<file path="src/rtl/enc_pkg.sv">
// Shared types for the instruction encoder: operation/state enums, MIPS field
// constants and the combinational operation-to-instruction-word encoder.
package enc_pkg;

  typedef enum logic [4:0] {
    OP_NOP  = 5'd0,
    OP_ADD  = 5'd1,
    OP_SUB  = 5'd2,
    OP_AND  = 5'd3,
    OP_OR   = 5'd4,
    OP_XOR  = 5'd5,
    OP_NOR  = 5'd6,
    OP_SLT  = 5'd7,
    OP_SLL  = 5'd8,
    OP_SRL  = 5'd9,
    OP_SRA  = 5'd10,
    OP_ADDI = 5'd11,
    OP_ANDI = 5'd12,
    OP_ORI  = 5'd13,
    OP_XORI = 5'd14,
    OP_LW   = 5'd15,
    OP_SW   = 5'd16
  } enc_op_t;

  typedef enum logic [1:0] {
    ST_IDLE,
    ST_LOAD,
    ST_DRAIN,
    ST_DONE
  } enc_state_t;

  localparam logic [5:0] OPC_RTYPE = 6'b000000;
  localparam logic [5:0] OPC_ADDI  = 6'b001000;
  localparam logic [5:0] OPC_ANDI  = 6'b001100;
  localparam logic [5:0] OPC_ORI   = 6'b001101;
  localparam logic [5:0] OPC_XORI  = 6'b001110;
  localparam logic [5:0] OPC_LW    = 6'b100011;
  localparam logic [5:0] OPC_SW    = 6'b101011;

  localparam logic [5:0] FN_ADD = 6'b100000;
  localparam logic [5:0] FN_SUB = 6'b100010;
  localparam logic [5:0] FN_AND = 6'b100100;
  localparam logic [5:0] FN_OR  = 6'b100101;
  localparam logic [5:0] FN_XOR = 6'b100110;
  localparam logic [5:0] FN_NOR = 6'b100111;
  localparam logic [5:0] FN_SLT = 6'b101010;
  localparam logic [5:0] FN_SLL = 6'b000000;
  localparam logic [5:0] FN_SRL = 6'b000010;
  localparam logic [5:0] FN_SRA = 6'b000011;

  typedef struct packed {
    logic        legal;
    logic [31:0] word;
  } enc_res_t;

  function automatic enc_res_t enc_encode(input logic [4:0]  op,
                                          input logic [4:0]  rs,
                                          input logic [4:0]  rt,
                                          input logic [4:0]  rd,
                                          input logic [4:0]  shamt,
                                          input logic [15:0] imm);
    enc_res_t res;
    res.legal = 1'b1;
    res.word  = '0;
    case (op)
      OP_NOP:  res.word = '0;
      OP_ADD:  res.word = {OPC_RTYPE, rs, rt, rd, 5'd0, FN_ADD};
      OP_SUB:  res.word = {OPC_RTYPE, rs, rt, rd, 5'd0, FN_SUB};
      OP_AND:  res.word = {OPC_RTYPE, rs, rt, rd, 5'd0, FN_AND};
      OP_OR:   res.word = {OPC_RTYPE, rs, rt, rd, 5'd0, FN_OR};
      OP_XOR:  res.word = {OPC_RTYPE, rs, rt, rd, 5'd0, FN_XOR};
      OP_NOR:  res.word = {OPC_RTYPE, rs, rt, rd, 5'd0, FN_NOR};
      OP_SLT:  res.word = {OPC_RTYPE, rs, rt, rd, 5'd0, FN_SLT};
      OP_SLL:  res.word = {OPC_RTYPE, 5'd0, rt, rd, shamt, FN_SLL};
      OP_SRL:  res.word = {OPC_RTYPE, 5'd0, rt, rd, shamt, FN_SRL};
      OP_SRA:  res.word = {OPC_RTYPE, 5'd0, rt, rd, shamt, FN_SRA};
      OP_ADDI: res.word = {OPC_ADDI, rs, rt, imm};
      OP_ANDI: res.word = {OPC_ANDI, rs, rt, imm};
      OP_ORI:  res.word = {OPC_ORI, rs, rt, imm};
      OP_XORI: res.word = {OPC_XORI, rs, rt, imm};
      OP_LW:   res.word = {OPC_LW, rs, rt, imm};
      OP_SW:   res.word = {OPC_SW, rs, rt, imm};
      default: res.legal = 1'b0;
    endcase
    return res;
  endfunction

endpackage

</file>
<file path="src/rtl/enc_fifo.sv">
// Small synchronous FIFO buffering encoded words between the encoder and the
// instruction-memory write port; i_clr empties it without a full reset.
module enc_fifo #(
  parameter int unsigned DEPTH = 4,
  parameter int unsigned WIDTH = 32
) (
  input  logic             clk,
  input  logic             i_reset,
  input  logic             i_clr,
  input  logic             i_push,
  input  logic [WIDTH-1:0] i_din,
  input  logic             i_pop,
  output logic [WIDTH-1:0] o_dout,
  output logic             o_full,
  output logic             o_empty
);
  localparam int unsigned PW = $clog2(DEPTH);

  logic [WIDTH-1:0] r_mem [DEPTH];
  logic [PW-1:0]    r_wr;
  logic [PW-1:0]    r_rd;
  logic [PW:0]      r_cnt;

  always_ff @(posedge clk) begin
    if (i_push) r_mem[r_wr] <= i_din;
  end

  always_ff @(posedge clk) begin
    if (i_reset || i_clr) begin
      r_wr  <= '0;
      r_rd  <= '0;
      r_cnt <= '0;
    end else begin
      if (i_push) r_wr <= r_wr + 1'b1;
      if (i_pop)  r_rd <= r_rd + 1'b1;
      case ({i_push, i_pop})
        2'b10:   r_cnt <= r_cnt + 1'b1;
        2'b01:   r_cnt <= r_cnt - 1'b1;
        default: r_cnt <= r_cnt;
      endcase
    end
  end

  assign o_dout  = r_mem[r_rd];
  assign o_full  = (r_cnt == (PW+1)'(DEPTH));
  assign o_empty = (r_cnt == '0);
endmodule

</file>
<file path="src/rtl/instr_encoder.sv">
// Encodes abstract operations into MIPS words and streams them into instruction
// memory from BASE_ADDR. Define ENC_CHECKSUM_EN to build the XOR checksum register.
module instr_encoder
  import enc_pkg::*;
#(
  parameter int unsigned DEPTH     = 4,
  parameter int unsigned IMEM_AW   = 6,
  parameter int unsigned BASE_ADDR = 0
) (
  input  logic               clk,
  input  logic               reset,
  input  logic               start,
  input  logic               finish,
  input  logic               in_valid,
  output logic               in_ready,
  input  logic [4:0]         in_op,
  input  logic [4:0]         in_rs,
  input  logic [4:0]         in_rt,
  input  logic [4:0]         in_rd,
  input  logic [4:0]         in_shamt,
  input  logic [15:0]        in_imm,
  output logic               imem_we,
  output logic [IMEM_AW-1:0] imem_addr,
  output logic [31:0]        imem_wdata,
  output logic [IMEM_AW:0]   word_count,
  output logic               done,
  output logic               err,
  output logic [31:0]        checksum
);
  localparam logic [IMEM_AW:0]   CAP  = (IMEM_AW+1)'((2**IMEM_AW) - BASE_ADDR);
  localparam logic [IMEM_AW-1:0] BASE = IMEM_AW'(BASE_ADDR);

  enc_state_t         r_state;
  logic [IMEM_AW:0]   r_acc;
  logic [IMEM_AW-1:0] r_ptr;
  logic               r_we;
  logic [IMEM_AW-1:0] r_addr;
  logic [31:0]        r_wdata;
  logic [IMEM_AW:0]   r_cnt;
  logic               r_done;
  logic               r_err;

  enc_res_t           w_enc;
  logic               w_ready;
  logic               w_accept;
  logic               w_push;
  logic               w_pop;
  logic               w_clr;
  logic               w_full;
  logic               w_empty;
  logic [31:0]        w_dout;
  logic [IMEM_AW:0]   w_acc_next;

  assign w_enc      = enc_encode(in_op, in_rs, in_rt, in_rd, in_shamt, in_imm);
  assign w_ready    = (r_state == ST_LOAD) && !w_full && (r_acc < CAP);
  assign w_accept   = in_valid && w_ready;
  assign w_push     = w_accept && w_enc.legal;
  assign w_pop      = !w_empty && ((r_state == ST_LOAD) || (r_state == ST_DRAIN));
  assign w_clr      = start && ((r_state == ST_IDLE) || (r_state == ST_DONE));
  assign w_acc_next = r_acc + (IMEM_AW+1)'(w_push);

  enc_fifo #(.DEPTH(DEPTH), .WIDTH(32)) u_fifo (
    .clk     (clk),
    .i_reset (reset),
    .i_clr   (w_clr),
    .i_push  (w_push),
    .i_din   (w_enc.word),
    .i_pop   (w_pop),
    .o_dout  (w_dout),
    .o_full  (w_full),
    .o_empty (w_empty)
  );

  // imem_addr shows the address of the word on the bus; r_ptr is the next one.
  always_ff @(posedge clk) begin
    if (reset) begin
      r_state <= ST_IDLE;
      r_acc   <= '0;
      r_ptr   <= BASE;
      r_we    <= 1'b0;
      r_addr  <= BASE;
      r_wdata <= '0;
      r_cnt   <= '0;
      r_done  <= 1'b0;
      r_err   <= 1'b0;
    end else begin
      r_we <= w_pop;
      if (w_pop) begin
        r_addr  <= r_ptr;
        r_wdata <= w_dout;
        r_ptr   <= r_ptr + 1'b1;
        r_cnt   <= r_cnt + 1'b1;
      end
      if (w_accept && !w_enc.legal) r_err <= 1'b1;
      r_acc <= w_acc_next;
      case (r_state)
        ST_IDLE, ST_DONE: begin
          if (start) begin
            r_state <= ST_LOAD;
            r_acc   <= '0;
            r_ptr   <= BASE;
            r_addr  <= BASE;
            r_cnt   <= '0;
            r_err   <= 1'b0;
            r_done  <= 1'b0;
          end
        end
        ST_LOAD: begin
          if (finish || (w_acc_next == CAP)) r_state <= ST_DRAIN;
        end
        ST_DRAIN: begin
          if (w_empty) begin
            r_state <= ST_DONE;
            r_done  <= 1'b1;
          end
        end
        default: r_state <= ST_IDLE;
      endcase
    end
  end

`ifdef ENC_CHECKSUM_EN
  logic [31:0] r_checksum;

  always_ff @(posedge clk) begin
    if (reset || w_clr) r_checksum <= '0;
    else if (w_pop)     r_checksum <= r_checksum ^ w_dout;
  end

  assign checksum = r_checksum;
`else
  assign checksum = '0;
`endif

  assign in_ready   = w_ready;
  assign imem_we    = r_we;
  assign imem_addr  = r_addr;
  assign imem_wdata = r_wdata;
  assign word_count = r_cnt;
  assign done       = r_done;
  assign err        = r_err;
endmodule
</file>
<file path="config.mk">
export PLATFORM = sky130hd
export DESIGN_NAME = instr_encoder
export DESIGN_NICKNAME = d
export VERILOG_FILES = /design/src/rtl/enc_pkg.sv /design/src/rtl/enc_fifo.sv /design/src/rtl/instr_encoder.sv
export SDC_FILE = /design/constraint.sdc
export NUM_CORES = 1
export LEC_CHECK = 0
export ABC_AREA = 1
export CAP_MARGIN = 10
export CORE_UTILIZATION = 35
export DETAILED_ROUTE_END_ITERATION = 12
export DONT_BUFFER_PORTS = 1
export SLEW_MARGIN = 20
export SYNTH_ARGS = -nofsm -noshare
export SYNTH_HDL_FRONTEND = slang
export SYNTH_HIERARCHICAL = 1
export SYNTH_SLANG_ARGS = --single-unit
</file>
<file path="constraint.sdc">
create_clock -name clk -period 2.85 [get_ports clk]
set_input_delay 0.1425 -clock clk [delete_from_list [all_inputs] [get_ports clk]]
set_output_delay 0.1425 -clock clk [all_outputs]
set_load 0.005 [all_outputs]
</file>
==> impl_metrics.tcl, run 1 <==
set metrics [dict create \
    swShare 0.293 \
    r2r_start "r_state[1]" \
    htreeDepth 4 \
    period_minus_slack_ns 2.34 \
    ys_types 39 \
    dieHeight_um 157 \
    crit_end "r_state[1]" \
    gr-total-overflow 0 \
    io_buffers 0 \
    crit_start "r_state[1]" \
    reg2regPathDepth 19 \
    critical_path_class "reg -> reg" \
    core_area_um2 23500 \
    cap_violations 0 \
    die_w_um 157 \
    grt_util_all_layers 0.156 \
    place_inst 1124 \
    critPathRequiredTime_ns 3.18 \
    cts_tree "done" \
    arrival_ns 2.67 \
    setup.worst_path.end_class "flip-flop" \
    path_max_fanout 4 \
    vias 5608 \
    viasPerCell 4.76 \
    post-place-ws_ns 0.462 \
    min_period_over_period 0.823 \
    drc 0 \
    drt-pass1-iter-count 4 \
    die_area_um2 24500 \
    p_total_mw 6.79 \
    grt_pass1_vias 5323 \
    power_switching_mw 1.99 \
    grt_max_degree 65 \
    synth-seq-cells 200 \
    power_frac_seq 0.515 \
    finalSetupViolations 0 \
    drv_slew 0 \
    clkLatencyLatePin_ns 0.44 \
    place.gp.congestion 0.768 \
    skew_ns 0.0122 \
    rows 56 \
    min_path_type "in -> reg" \
    root_buffer "clkbuf_16" \
    rr_endpoint "r_state[1]" \
    worst_ir_drop_vdd_mv 0.487 \
    combPwrFrac 0.146 \
    fmax_ghz 0.426 \
    io_pins 127 \
    p_leak_nw 3.59 \
    ff2ff_setup_slack_ns 0.51 \
    min_path_cells 2 \
    drtAntennaViolNets 0 \
    drt_wl_total_mm 18.4 \
    fin_ws_ns 0.505 \
    clkTransAtPathRegs_ns 0.07 \
    wl_per_cell_um 15.6 \
    ys_seq_area_frac 0.632 \
    area_delta_synth_final_pct 11.9 \
    min_from "in_imm[0]" \
    rsz0062_at_grt "false" \
    synthCells 816 \
    nets 903 \
    syn_avg_cell_area_um2 10.3 \
    final_layout_size_suffix_gt1_frac 0.0828 \
    syn_area_um2 8370 \
    stdcell_count 1177 \
    p_int_mw 4.80 \
    outcome "completed" \
    cts_buffers 17 \
    hold_violations 0 \
    dp_hpwl_mm 11.6 \
    cts.sinks 200 \
    setup_tns_ns 0 \
    timing.slew.headroom 0.533 \
    p_clk_frac 0.339 \
    clockBufferDepth 2 \
    start_util 0.357 \
    n_antenna_cell 0 \
    grt_pass1_wl_mm 28.6 \
    start_kind "flip-flop" \
    antenna_found_initial 0 \
    worst_pin_slew_ns 0.699 \
    drt_iter0_markers 365 \
    synth_warnings 6 \
    powerDensity_nw_per_um2 725 \
]
[layout by cell type, fill, tap and decap left out, types with 4 or more instances in the layout]
cell type / count
nor2_1: 189
edfxtp_1: 128
o21ai_0: 85
dfxtp_1: 71
inv_1: 67
nand2_1: 59
conb_1: 36
o22ai_1: 32
o21ai_1: 28
dlygate4sd3_1: 21
buf_4: 21
clkbuf_16: 17
a21oi_1: 16
ha_1: 11
nand3_1: 10
nor3_1: 8
inv_6: 5
nor3_2: 4
a22o_2: 4
nor3b_1: 4
a211oi_1: 4
inv_8: 4
[power groups by stage]
stage                     Sequential, mW  Combinational [mW]  Clock [mW]
after floorplan                     3.49               0.783           0
after global placement              3.56               0.951           0
after detailed placement            3.57               0.967           0
after CTS                           3.50                1.00        2.35
after global routing                3.53                1.13        2.47
final                               3.49               0.992        2.30
[metrics by stage]
| stage | cell area [um^2] | hold slack [ns] | utilization |
|---|---|---|---|
| 3_5_place_dp | 8590 | 0.215 | 0.366 |
| 6_report | 9360 | 0.0339 | 0.399 |
| 3_3_place_gp | 8590 | 0.216 | 0.366 |
| 5_1_grt | 9360 | 0.0343 | 0.399 |
| 4_1_cts | 9360 | 0.0146 | 0.399 |
| 2_1_floorplan | 8500 | 0.212 | - |
[worst min path at each step]
| stage | slack [ns] | end |
|---|---|---|
| final | 0.03 | u_fifo/r_mem[0][0] |
| after floorplan | 0.21 | done |
| after detailed placement | 0.21 | done |
| after global routing | 0.03 | u_fifo/r_mem[0][10] |
| after global placement | 0.22 | done |
| after CTS | 0.01 | u_fifo/r_mem[0][0] |
[per-layer routing]
metal / global-route usage / vias to the layer above / routed length, um
met5: 0 / - / 0
met4: 0.0565 / 0 / 345
met3: 0.0368 / 23 / 909
met2: 0.259 / 142 / 8630
met1: 0.198 / 2674 / 8480
li1: - / 2769 / -
[what timing repair did]
action,in CTS,in global routing
hold endpoints to repair,76,0
gates resized for setup,0,1
hold buffers,21,0
endpoints found under the setup margin,0,2
buffers inserted,0,0
[cell type report]
type	instances	area (um^2)
well taps	319	399
flip-flops and latches	200	5290
clock buffers	18	429
inverters	71	274
fillers	2251	14100
repair buffers	42	368
clock inverters	14	131
multi-input cells	513	2470
[worst max-delay path, cell delays in order, from the launching register on]
cell and delay (ns):
dfxtp_1 0.33, inv_1 0.06, ha_1 0.15, inv_1 0.06, nor3_2 0.13, nand2_1 0.07
a21oi_1 0.18, ha_1 0.23, ha_1 0.22, inv_1 0.06, nand2_1 0.08, nand2_1 0.06
nor2_1 0.09, nand2_1 0.06, nor2_1 0.10, nand2_1 0.06, nand2_1 0.11, nand3_1 0.08
nand2_1 0.07, nor2_1 0.04
[synthesized netlist by cell type (all sizes together)]
cell    number  area, um^2
fa           1        20.0
xnor2        2        17.5
clkbuf      13        58.8
o311ai       1        8.76
dfxtp       72        1440
ha          11         138
nand3       11        60.1
a211oi       4        30.0
nor3        12        75.1
o221ai       1        8.76
inv         71         274
a41oi        1        8.76
nand4        2        12.5
nor2       192         726
o22ai       32         200
a22oi        1        7.51
conb         1        3.75
o31ai        1        7.51
a22o         5        48.8
xor2         3        26.3
edfxtp     128        3840
o21ai      113         566
nand2       61         234
nor3b        4        30.0
buf         54         420
nor2b        1        6.26
o21bai       2        15.0
a21oi       16        80.1
[state kept, by name, indices dropped and copies added (netlist names), named ones only]
signal and flops:
word_count 7, u_fifo/r_mem 128, imem_addr 6, imem_we 1
r_acc 7, r_ptr 6, err 1, u_fifo/r_rd 2
done 1, imem_wdata 32, u_fifo/r_wr 2, u_fifo/r_cnt 3
r_state 2
[kinds of logic (layout without fill, tap and decap cells)]
| kind of cell | count (synthesis) | count (layout) | synth area share |
|---|---|---|---|
| AO/OA/AOI/OAI | 177 | 177 | 0.117 |
| XOR/XNOR | 5 | 5 | 0.00523 |
| adder cells (fa/ha/maj) | 12 | 12 | 0.0188 |
| buffers and inverters | 138 | 145 | 0.0900 |
| flip-flops | 200 | 200 | 0.632 |
| other | 1 | 36 | 0.000448 |
| AND/OR/NAND/NOR | 283 | 283 | 0.137 |
Note: power is estimated with default switching activity, not from simulation.
==> inputs of run 2 (changes only) <==
Clock period 2.85 ns to 2.39 ns, I/O delays scaled along.
==> run 2 against run 1 <==
Net effect: sequential power increased by 19%; final area increased by 2.2%; first-iteration DRC count increased by 3.6%; non-clock buffer count increased by 6; sequential share of layout area decreased by 1.2 points; utilization increased by 0.88 points; setup slack got worse by 0.36 ns; wire length decreased by 0.42%; via count decreased by 0.12%; critical path depth decreased by 13; global-route usage decreased by 0.33 points; clock-buffer cell count increased by 2; largest power group unchanged; highest routed layer unchanged.
==> impl_metrics.tcl, run 2 (synthesized netlist as in run 1, its figures left out) <==
set metrics [dict create \
    start_kind "input port" \
    rsz0062_at_grt "true" \
    place.gp.congestion 0.814 \
    dr_wl_met2_mm 8.49 \
    clockBufferDepth 2 \
    area_delta_synth_final_pct 14.4 \
    vias 5601 \
    viasPerCell 4.73 \
    min_period_over_period 0.939 \
    fmax_ghz 0.446 \
    start_util 0.357 \
    cts_buffers 17 \
    drv_slew 0 \
    met3_length_mm 1.26 \
    min_path_cells 5 \
    postLayoutCellArea_um2 9570 \
    crit_end "u_fifo/r_mem[0][7]" \
    final_util 0.408 \
    r2r_start "r_state[0]" \
    cts_tree "done" \
    drc 0 \
    clkTransAtPathRegs_ns 0.07 \
    clkLatencyLatePin_ns 0.43 \
    crit_start "in_op[4]" \
    largest_reg_flops 128 \
    path_max_fanout 15 \
    htreeDepth 4 \
    drtAntennaViolNets 0 \
    grt_max_degree 65 \
    reg2regPathDepth 16 \
    critical_path_class "in -> reg" \
    rows 56 \
    timing.slew.headroom 0.575 \
    holdWs_ns 0.0121 \
    drt-met1-wl_mm 8.37 \
    core_area_um2 23500 \
    dp_hpwl_mm 11.3 \
    grt_util_all_layers 0.153 \
    cts.sinks 200 \
    mostFrequentLayoutCell "nor2_1" \
    final_layout_size_suffix_gt1_frac 0.0984 \
    rr_endpoint "r_state[0]" \
    outcome "completed" \
    cap_violations 0 \
    powerDensity_nw_per_um2 857 \
    grt_pass1_vias 5225 \
    dieHeight_um 157 \
    die_w_um 157 \
    nets 909 \
    min_path_type "in -> reg" \
    setup.worst_path.end_class "flip-flop" \
    grt_pass1_wl_mm 28.1 \
    placed_cell_area_um2 8670 \
    p_leak_nw 3.63 \
    antenna_found_initial 1 \
    critPathRequiredTime_ns 2.54 \
    gr-total-overflow 0 \
    finalSetupViolations 0 \
    io_pins 127 \
    drt_iter0_markers 378 \
    fillers 2268 \
    top_layer "met4" \
    top_register "u_fifo/r_mem" \
    arrival_ns 2.40 \
    die_area_um2 24500 \
    p_total_mw 8.20 \
    drt_wl_total_mm 18.3 \
    drt-pass1-iter-count 5 \
    worst_pin_slew_ns 0.629 \
    io_buffers 0 \
    mostFrequentLayoutCells "nor2_1 (189), edfxtp_1 (128), o21ai_0 (85)" \
    worst_ir_drop_vdd_mv 0.424 \
    period_minus_slack_ns 2.24 \
    hold_violations 0 \
    root_buffer "clkbuf_16" \
    ff2ff_setup_slack_ns 0.16 \
    wl_per_cell_um 15.4 \
    skew_ns 0.0150 \
]
## run 2: cell count changes in the layout (fill, tap and decap cells not counted), sizes merged
cell         change
clkbuf           +2
clkinv           +1
buf              +3
inv              -4
diode            +1
clkinvlp         +1
dlygate4sd3      +3
## run 2: per-stage QoR
step / cells / setup WS, ns / setup TNS [ns]
2_1_floorplan: 851 / 0.0746 / 0
3_3_place_gp: 1125 / 0.143 / 0
3_5_place_dp: 1125 / 0.0626 / 0
4_1_cts: 1181 / 0.0571 / 0
5_1_grt: 1184 / -0.0560 / -0.0895
6_report: 1184 / 0.146 / 0
## run 2: critical path: stages
cell	delay, ns
dlygate4sd3_1	0.71
nor3_2	0.14
nor3_2	0.28
inv_2	0.25
a22o_2	0.28
dlygate4sd3_1	0.61
## run 2: where the power goes
part	internal (mW)	leakage, nW	switching, mW	total (mW)
Clock	1.42	0.281	1.34	2.76
Combinational	0.439	1.59	0.850	1.29
Sequential	3.96	1.76	0.188	4.15
Total	5.82	3.63	2.38	8.20
## run 2: how the worst min path moves through the flow
stage	startpoint	endpoint	slack, ns
finish	finish	r_state[1]	0.01
global route	in_imm[10]	u_fifo/r_mem[2][10]	0.003
CTS	start	u_fifo/r_cnt[0]	0.01
detailed placement	reset	imem_we	0.19
global placement	reset	done	0.19
floorplan	reset	done	0.19
## run 2: what timing repair did
item,4_1_cts,5_1_grt
resized for setup,0,15
hold endpoints to repair,88,0
setup endpoints to repair,0,3
hold buffers,24,0
setup buffers,0,2
## run 2: area by class of cell
cell class,count,area [um^2],area share
sequential,200,5290,0.553
inverter,71,274,0.0286
multi-input combinational,513,2530,0.264
tap,319,399,0.0417
antenna,1,2.50,0.000262
timing repair buffer,48,495,0.0518
clock buffer,20,447,0.0467
clock inverter,12,133,0.0139
## run 2: routing by layer
metal,vias up,global-route usage
li1,2775,-
met1,2640,0.204
met2,176,0.243
met3,10,0.0415
met4,0,0.0439
met5,-,0
==> inputs of run 3 (changes only) <==
Settings changed: SYNTH_HIERARCHICAL 1 to not set.
==> run 3 against run 2 <==
Net effect: area after synthesis shrank 3.1%; sequential cell count shrank 7; sequential power shrank 7.5%; critical endpoint is now r_state[0].
==> impl_metrics.tcl, run 3 <==
set metrics [dict create \
    synthCells 812 \
    finalSetupViolations 0 \
    arrival_ns 2.60 \
    wl_per_cell_um 15.8 \
    top_register "u_fifo.r_mem" \
    cts.sinks 193 \
    yosysMostFrequentCell "nor2_1" \
    place.gp.congestion 0.727 \
    core_area_um2 22700 \
    setup_tns_ns 0 \
    synth_top_family_by_area "simple AND/OR/NAND/NOR gates" \
    ff2ff_setup_slack_ns 0.12 \
    rsz0062_at_grt "true" \
    drc 0 \
    clkTransAtPathRegs_ns 0.08 \
    htreeDepth 4 \
    gr-total-overflow 0 \
    synthTopCellsByArea "edfxtp_1 (46%), dfxtp_1 (17%), nor2_1 (8.6%), o21ai_0 (6.9%), nand2_1 (3.3%)" \
    io_pins 127 \
    path_max_fanout 4 \
    min_from "in_valid" \
    rr_endpoint "r_state[0]" \
    dieHeight_um 154 \
    final_layout_size_suffix_gt1_frac 0.113 \
    min_to "err" \
    ys_types 36 \
    ys_seq_area_frac 0.630 \
    hold_violations 0 \
    cts_tree "done" \
    start_kind "flip-flop" \
    vias 5471 \
    drt_iter0_markers 344 \
    p_total_mw 7.52 \
    r2r_start "r_state[1]" \
    nets 902 \
    ys_async_sr_fraction 0 \
    critPathRequiredTime_ns 2.72 \
    min_path_cells 4 \
    worst_pin_slew_ns 0.755 \
    area_delta_synth_final_pct 15.8 \
    powerDensity_nw_per_um2 801 \
    dp_hpwl_mm 10.4 \
    clockBufferDepth 2 \
    grt_util_all_layers 0.155 \
    p_leak_nw 3.48 \
    worst_ir_drop_vdd_mv 0.413 \
    fillers 2139 \
    viasPerCell 4.79 \
    rows 55 \
    syn_area_um2 8110 \
    synth-adder-area-share 0.0194 \
    synthSimpleGateAreaFrac 0.148 \
    min_path_type "in -> reg" \
    drv_slew 0 \
    period_minus_slack_ns 2.27 \
    skew_ns 0.0108 \
    die_w_um 154 \
    largest_reg_flops 124 \
    synth_commonest_cells "nor2_1 (186), edfxtp_1 (124), o21ai_0 (111), nand2_1 (71), dfxtp_1 (69)" \
    cts_buffers 17 \
    drt-pass1-iter-count 4 \
    reg2regPathDepth 17 \
    setup.worst_path.end_class "flip-flop" \
    mostFrequentLayoutCells "nor2_1 (182), edfxtp_1 (124), o21ai_0 (111)" \
    start_util 0.357 \
    synthMuxAreaShare 0 \
    clkLatencyLatePin_ns 0.43 \
    critical_path_class "reg -> reg" \
    mostFrequentLayoutCell "nor2_1" \
    antenna_found_initial 0 \
    drtAntennaViolNets 0 \
    grt_pass1_vias 5002 \
    n_antenna_cell 0 \
    synth_top_area_cell "edfxtp_1" \
    outcome "completed" \
    timing.slew.headroom 0.497 \
    ys.flop_type "edfxtp_1" \
    postLayoutCellArea_um2 9390 \
    syn_avg_cell_area_um2 9.98 \
    drt_wl_total_mm 18.1 \
    synth_xor_area_frac 0.00864 \
    yosysTopAreaCellShare 0.459 \
    root_buffer "clkbuf_16" \
    placed_cell_area_um2 8410 \
    grt_max_degree 74 \
    min_period_over_period 0.952 \
    synth-compound-area-share 0.116 \
    cap_violations 0 \
    synth-seq-cells 193 \
    synth_edf_count 124 \
    fmax_ghz 0.440 \
    grt_pass1_wl_mm 27.8 \
    io_buffers 0 \
    synth_warnings 0 \
    die_area_um2 23800 \
]
-- run 3: power breakdown --
part | internal (mW) | leakage, nW | switching [mW]
sequential | 3.73 | 1.70 | 0.105
combinational | 0.328 | 1.50 | 0.583
clock | 1.42 | 0.285 | 1.35
-- run 3: worst max-delay path by stage --
stage / endpoint / from / cells after the start / slack [ns]
4_1_cts: r_state[0] / r_state[1] / 18 / 0.03
3_3_place_gp: r_state[0] / r_state[1] / 19 / 0.06
6_report: r_state[0] / r_state[1] / 17 / 0.12
3_5_place_dp: r_state[1] / r_state[1] / 17 / -0.08
2_1_floorplan: u_fifo.r_mem[0][0] / r_state[1] / 8 / -0.43
5_1_grt: r_state[0] / r_state[1] / 17 / -0.08
-- run 3: critical path, cell delays in order (launching register included) --
cell and delay (ns):
dfxtp_2 0.33, inv_2 0.06, ha_4 0.13, inv_2 0.05, nor3_4 0.20, nand2_2 0.08
a21oi_2 0.14, ha_2 0.23, buf_4 0.12, nand3_2 0.08, o21bai_1 0.19, nand2_1 0.07
nor2_1 0.12, nand2_1 0.08, nand2_2 0.12, nand3_2 0.07, nand2_1 0.06, nor2_1 0.04
-- run 3: metal layers --
layer,share of wire,track usage
met5,0,0
met4,0.010,0.0429
met3,0.059,0.0479
met2,0.48,0.259
met1,0.45,0.194
-- run 3: metrics by stage --
| stage | setup WS (ns) | hold slack [ns] | cells | util |
|---|---|---|---|---|
| after detailed placement | -0.0825 | 0.192 | 1079 | 0.370 |
| after global routing | -0.0784 | 0.00230 | 1142 | 0.413 |
| final | 0.116 | 0.0177 | 1142 | 0.413 |
| after floorplan | -0.430 | 0.189 | 844 | - |
| after global placement | 0.0554 | 0.191 | 1079 | 0.370 |
| after CTS | 0.0309 | 0.00140 | 1140 | 0.409 |
-- run 3: cell families (layout without fill, tap and decap cells) --
family / Yosys count / count (layout)
adders and majority gates: 12 / 12
AOI/OAI and AO/OA: 174 / 174
xor gates and xnor gates: 8 / 8
buffers and inverters: 129 / 142
DFF: 193 / 193
other: 1 / 33
and+or+nand+nor: 295 / 295
-- run 3: timing repair --
| action | 4_1_cts | 5_1_grt |
|---|---|---|
| setup buffers | 0 | 2 |
| pin swaps | 0 | 10 |
| endpoints found under the hold margin | 86 | 0 |
| setup endpoints to repair | 2 | 3 |
| cloned | 0 | 0 |
| resized for setup | 3 | 18 |
| hold buffers | 29 | 0 |
-- run 3: area by class of cell --
cell class,instances,area (um^2),area share
clock inverters,14,146,0.0156
repair buffers,52,513,0.0547
multi-input cells,522,2610,0.278
flip-flops and latches,193,5110,0.544
well taps,285,357,0.0380
inverters,58,218,0.0232
clock buffers,18,439,0.0468
